===== config.mk =====
export PLATFORM = sky130hd
export DESIGN_NAME = serial_subtractor
export DESIGN_NICKNAME = d
export VERILOG_FILES = /design/src/rtl/serial_subtractor_pkg.sv /design/src/rtl/serial_subtractor_full_subtractor.sv /design/src/rtl/serial_subtractor.sv
export SDC_FILE = /design/constraint.sdc
export NUM_CORES = 1
export LEC_CHECK = 0
export CAP_MARGIN = 20
export CORE_AREA = 8 8 55 57
export DETAILED_ROUTE_END_ITERATION = 10
export DIE_AREA = 0 0 63 65
export MAX_ROUTING_LAYER = met4
export PLACE_DENSITY = 0.78
export RECOVER_POWER = 25
export SLEW_MARGIN = 5
export SYNTH_ARGS = -nofsm -noshare
export SYNTH_HDL_FRONTEND = slang
export SYNTH_SLANG_ARGS = --single-unit

===== constraint.sdc =====
create_clock -name CLK -period 3.25 [get_ports CLK]
set_input_delay 0.4875 -clock CLK [delete_from_list [all_inputs] [get_ports CLK]]
set_output_delay 0.4875 -clock CLK [all_outputs]
set_load 0.05 [all_outputs]

===== src/rtl/serial_subtractor_pkg.sv =====
// Shared definitions for the bit-serial subtractor: FSM state encodings and default width.
package serial_subtractor_pkg;

  typedef enum logic [1:0] {
    S_IDLE  = 2'd0,
    S_SHIFT = 2'd1,
    S_DONE  = 2'd2
  } state_t;

  localparam int DEF_WIDTH = 4;

endpackage


===== src/rtl/serial_subtractor_full_subtractor.sv =====
// Single-bit full subtractor cell: d = a - b - bin, with borrow-out.
module full_subtractor (
  input  logic a,
  input  logic b,
  input  logic bin,
  output logic d,
  output logic bout
);

  assign d    = a ^ b ^ bin;
  assign bout = (~a & b) | (~(a ^ b) & bin);

endmodule


===== src/rtl/serial_subtractor.sv =====
// Bit-serial unsigned subtractor: DIFF = A - B, LSB first, one bit per clock, START/DONE handshake.
module serial_subtractor
  import serial_subtractor_pkg::*;
#(
  parameter int WIDTH = DEF_WIDTH
) (
  input  logic             CLK,
  input  logic             RST,
  input  logic             START,
  input  logic [WIDTH-1:0] A,
  input  logic [WIDTH-1:0] B,
  output logic             BUSY,
  output logic             DONE,
  output logic [WIDTH-1:0] DIFF,
  output logic             BORROW
);

  localparam int CNT_W = (WIDTH > 1) ? $clog2(WIDTH) : 1;
  localparam logic [CNT_W-1:0] CNT_LAST = CNT_W'(WIDTH - 1);

  state_t           state_q;
  logic [WIDTH-1:0] a_sr_q, b_sr_q, res_sr_q;
  logic [WIDTH-1:0] res_sr_d;
  logic [CNT_W-1:0] cnt_q;
  logic             borrow_q;
  logic             busy_q, done_q;
  logic [WIDTH-1:0] diff_q;
  logic             borrow_out_q;
  logic             d_bit, bout_bit;

  full_subtractor u_fs (
    .a    (a_sr_q[0]),
    .b    (b_sr_q[0]),
    .bin  (borrow_q),
    .d    (d_bit),
    .bout (bout_bit)
  );

  // New difference bit enters at the MSB; a one-bit result has nothing to shift down.
  generate
    if (WIDTH == 1) begin : g_res_w1
      assign res_sr_d = d_bit;
    end else begin : g_res_wn
      assign res_sr_d = {d_bit, res_sr_q[WIDTH-1:1]};
    end
  endgenerate

  always_ff @(posedge CLK or negedge RST) begin
    if (!RST) begin
      state_q      <= S_IDLE;
      a_sr_q       <= '0;
      b_sr_q       <= '0;
      res_sr_q     <= '0;
      cnt_q        <= '0;
      borrow_q     <= 1'b0;
      busy_q       <= 1'b0;
      done_q       <= 1'b0;
      diff_q       <= '0;
      borrow_out_q <= 1'b0;
    end else begin
      case (state_q)
        S_IDLE, S_DONE: begin
          done_q <= 1'b0;
          if (START) begin
            state_q  <= S_SHIFT;
            busy_q   <= 1'b1;
            a_sr_q   <= A;
            b_sr_q   <= B;
            res_sr_q <= '0;
            cnt_q    <= '0;
            borrow_q <= 1'b0;
          end else begin
            state_q <= S_IDLE;
            busy_q  <= 1'b0;
          end
        end
        S_SHIFT: begin
          a_sr_q   <= a_sr_q >> 1;
          b_sr_q   <= b_sr_q >> 1;
          res_sr_q <= res_sr_d;
          borrow_q <= bout_bit;
          cnt_q    <= cnt_q + CNT_W'(1);
          if (cnt_q == CNT_LAST) begin
            state_q      <= S_DONE;
            busy_q       <= 1'b0;
            done_q       <= 1'b1;
            diff_q       <= res_sr_d;
            borrow_out_q <= bout_bit;
          end
        end
        default: begin
          state_q <= S_IDLE;
          busy_q  <= 1'b0;
          done_q  <= 1'b0;
        end
      endcase
    end
  end

  assign BUSY   = busy_q;
  assign DONE   = done_q;
  assign DIFF   = diff_q;
  assign BORROW = borrow_out_q;

endmodule


After elaboration in Yosys (flattened, before gate mapping) --
Cells that the tools add are included. W data, S select, Z words.
Word-level totals: register bits after elaboration 24, output and inout bits 7, logic and storage cells 46, input bits 11
Operators by class: add/sub/neg operators 1, equal/unequal tests 5, bitwise operators 7, muxes and demuxes 18, reductions and logical operators 5
Operator list (number):
- $pmux W4 S2 | 3
- $mux W4 | 3
- $pmux W2 S2 | 2
- $mux W1 | 6
- $eq A2 B2 Y1 const B | 2
- $mux W2 | 2
- $ne A2 B2 Y1 const B | 2
- $pmux W1 S2 | 2
- $reduce_and A2 Y1 | 2
- $add A2 B1 Y2 const B | 1
- $and A1 B1 Y1 | 2
- $eq A2 B1 Y1 const B | 1
- $logic_not A2 Y1 | 1
- $not A1 Y1 | 2
- $reduce_bool A2 Y1 | 1
- $reduce_or A2 Y1 | 1
- $xor A1 B1 Y1 | 2
- $or A1 B1 Y1 | 1

Depth between registers and ports, before layout --
depth in word-level cells 5, mapped depth 4, mapped depth without buffers 4

Modules after synthesis --
Synthesis repeated with hierarchy kept, for this count alone.
Second synthesis, totals: cell total of the unflattened synthesis 85, area, all modules 1054.8 um^2
By module, submodules not included:
- serial_subtractor | seq. area each 550.5 um^2, times used 1, area each 1023.5 um^2, cells an instance 81
- full_subtractor | seq. area each 0.0 um^2, times used 1, area each 31.3 um^2, cells an instance 4

Worst setup path after synthesis --
No wires, ideal clock.
kind register to register, start register state_q[1], end register res_sr_q[2], required time 3129 ps, setup slack 1808 ps, stages on the path, launching flop included 4, period minus slack after synthesis 1442 ps, data arrival time 1321 ps, path through dfrtp_1 -> buf_6 -> mux2_4 -> a22o_1
Between the ends: cells in the longest elaborated chain, start to end 4
RTL lines:
- from (decl) | line serial_subtractor.sv:21 | state_t state_q;
- from (signal assigned) | line serial_subtractor.sv:50 | state_q <= S_IDLE;
- from (signal assigned) | line serial_subtractor.sv:65 | state_q <= S_SHIFT;
- from (signal assigned) | line serial_subtractor.sv:73 | state_q <= S_IDLE;
- $eq A2 B2 Y1 / $logic_not A2 Y1 (equally long branches) | line serial_subtractor.sv:61 | case (state_q)
- $reduce_or A2 Y1 | line serial_subtractor.sv:61
- $ne A2 B2 Y1 (no source line) / $reduce_bool A2 Y1 (equally long branches)
- $reduce_and A2 Y1 (no source line)
- to (signal assigned) | line serial_subtractor.sv:80 | res_sr_q <= res_sr_d;
- to (decl) | line serial_subtractor.sv:22 | logic [WIDTH-1:0] a_sr_q, b_sr_q, res_sr_q;
Several ways; a longest one is shown, not always the timed one. A chain may end at the register's enable or synchronous reset.

Final worst setup path --
start register diff_q[1], in the netlist DIFF[1], end output DIFF[1]
RTL lines:
- from (decl) | line serial_subtractor.sv:27 | logic [WIDTH-1:0] diff_q;
- from (signal assigned) | line serial_subtractor.sv:87 | diff_q <= res_sr_d;
- to (decl) | line serial_subtractor.sv:14 | output logic [WIDTH-1:0] DIFF,
No word-level cell between the ends.

==> metrics.txt <==
fmax slightly above 500 MHz; CP arrival between 1 and 1.5 ns; Final Hold Fails 0; vias in the first global route 790; final period utilization 0.6070; register area share after synthesis 0.4900; synth top area cells dfrtp_1, mux2i_1, mux2_4; max layer used met4; CTS Root Buffer Type clkbuf_4; vias per cell 5.313; Mapped Nets 95; Core ar. between 2000 and 2500 um^2; CTS H-Tree Depth 1; Final Instance Area around 1300 um^2; syn_area_per_cell between 10 and 15 um^2; combinational family with the most area after synthesis multiplexers; critical path type reg2out; clk buf depth 2; first-pass iteration count of the detailed router 2; xor and xnor fraction of the mapped netlist area 0.007795; Max FO, Critical Path 2; slew margin rel. 0.5083; Met3 Wirelength roughly 100 um; VDD IR max 0.5741 mV; Syn-to-layout area delta 18.37%; CP required 2.76 ns; hold buffers post-CTS 0; Synth top area share 0.4900; CTS tree built; met2 routed wirelength 877 um; #FFs+latches synth 22; Top delay family on crit path buffers and inverters; asr flop ratio synth 1.000; Worst Clk Skew 0.001999 ns; max cap viols 0; Initial Util 0.5230; post-cts resize count 0; total gr overflow 0; number of distinct library cells after synthesis 27; ys flop type dfrtp_1; count of pins over their slew limit 0; DR vias a little under 700; top-count cell post-synth dfrtp_1; die area 4095 um^2; slew of the pin with the lowest slew margin 0.7376 ns; TNS Setup 0 ns; LEAKAGE 0.0006401 uW; Post-synth EDFFs 0; per-cell routed wire length 14.55 um; YS warnings 0; Synth Area in Adders 0.02895; status completed; clk_lat worst skew 0.31 ns; Worst path max stage delay 0.80 ns; Synth top cells by count dfrtp_1, mux2i_1, inv_1; Post-layout nets 114; ANT nets after route 0; largest net degree at the start of global routing 23; layout cell share with drive strength beyond 1 0.1500; Synth area leader dfrtp_1; HP Class reg2reg; Worst Setup End Kind output pin; port bufs 17; row count 17; Final setup viols 0; initial antenna violation count 0; # DRC 0; global-route wire length before repair between 3000 and 4000 um; Worst setup SP type register; Pwr Density 978.3 nW/um^2; Die Y 65 um; crit-path cells clkdlybuf4s50_1; setup bufs post-CTS 0; Syn Std Cell Area around 1100 um^2; Starting DRT DRC Count 8; Gate Count Post-Synth between 80 and 90; antenna cells 0; Buf/Inv on CP 1; Reg clk slew, reported paths 0.12 ns; mux cell area share after synthesis 0.2751; simple-gate share of the synthesized area 0.06347; RePlAce Congestion ~0.7; RSZ-0062 raised after global routing false; wl on met1 836 um; cts bufs inserted 3; Final HPWL DP 1360 um; DIE WIDTH 63 um; Top Ports 18; WL final approximately 1900 um; gr usage total 0.1091; Slowest cell on crit path clkdlybuf4s50_1; clock sink count 22; Compound-Gate Fraction of Synth Area 0.07350; Final Critical Period 1.973 ns; placed cell area ~1300 um^2
-- cell families (layout without fill, tap and decap cells) --
family,after synthesis,after routing
buf+inv,11,29
mux,28,28
compound gates,10,10
simple gates,8,8
xor+xnor,1,1
fa+ha+maj,2,2
flops,22,22
-- sequential cells by signal (all words and copies together) (netlist names) --
signal and count:
state_q 2, b_sr_q 4, borrow_q 1, res_sr_q 3, DIFF 4, a_sr_q 4, cnt_q 2, BUSY 1
BORROW 1
-- placed cells by master, fill, tap and decap left out, types with 2 or more instances in the layout --
master / n
a22o_1: 5
clkbuf_4: 3
clkdlybuf4s50_1: 16
dfrtp_1: 22
inv_1: 6
mux2_1: 2
mux2_4: 5
mux2i_1: 20
-- report_power, final --
group	switching [uW]	total [uW]	internal, uW	leakage [uW]
clock	83.5	152	68.4	0.0000210
sequential	124	517	394	0.000280
combinational	309	632	323	0.000339
-- stage by stage --
stage	power, uW	instances	utilization	setup slack, ns	hold WS [ns]
global placement	1136	123	0.6005	1.373	0.4919
global route	1392	128	0.6191	1.214	0.5519
floorplan	1013	82	-	1.808	0.1919
CTS	1322	127	0.6174	1.250	0.5265
finish	1301	128	0.6191	1.277	0.5211
detailed placement	1167	123	0.6005	1.333	0.4929
-- final timing paths --
kind | from | endpoint | slack [ns] | cells past startpoint
max | DIFF[1] | DIFF[1] | 1.28 | 1
min | DIFF[2] | DIFF[2] | 0.52 | 1
max reg2reg | state_q[0] | DIFF[1] | 1.71 | 2
min reg2reg | DIFF[2] | DIFF[2] | 0.52 | 1
max in group asynchronous | RST | cnt_q[1] | 1.78 | 2
min in group asynchronous | RST | BORROW | 0.54 | 1
-- layer usage --
metal | vias up | GRT usage
met3 | 5 | 0.03265
met5 | - | -
met4 | 0 | 0.05983
met1 | 331 | 0.1213
li1 | 326 | -
met2 | 18 | 0.1729
-- area by class of cell --
class	count	area, um^2
well taps	28	35.03
clock buffers	4	36.28
flip-flops and latches	22	550.5
inverters	6	22.52
multi-input cells	49	504.2
repair buffers	19	181.4
fillers	178	818.3
Power figures use the tool's default switching activity.
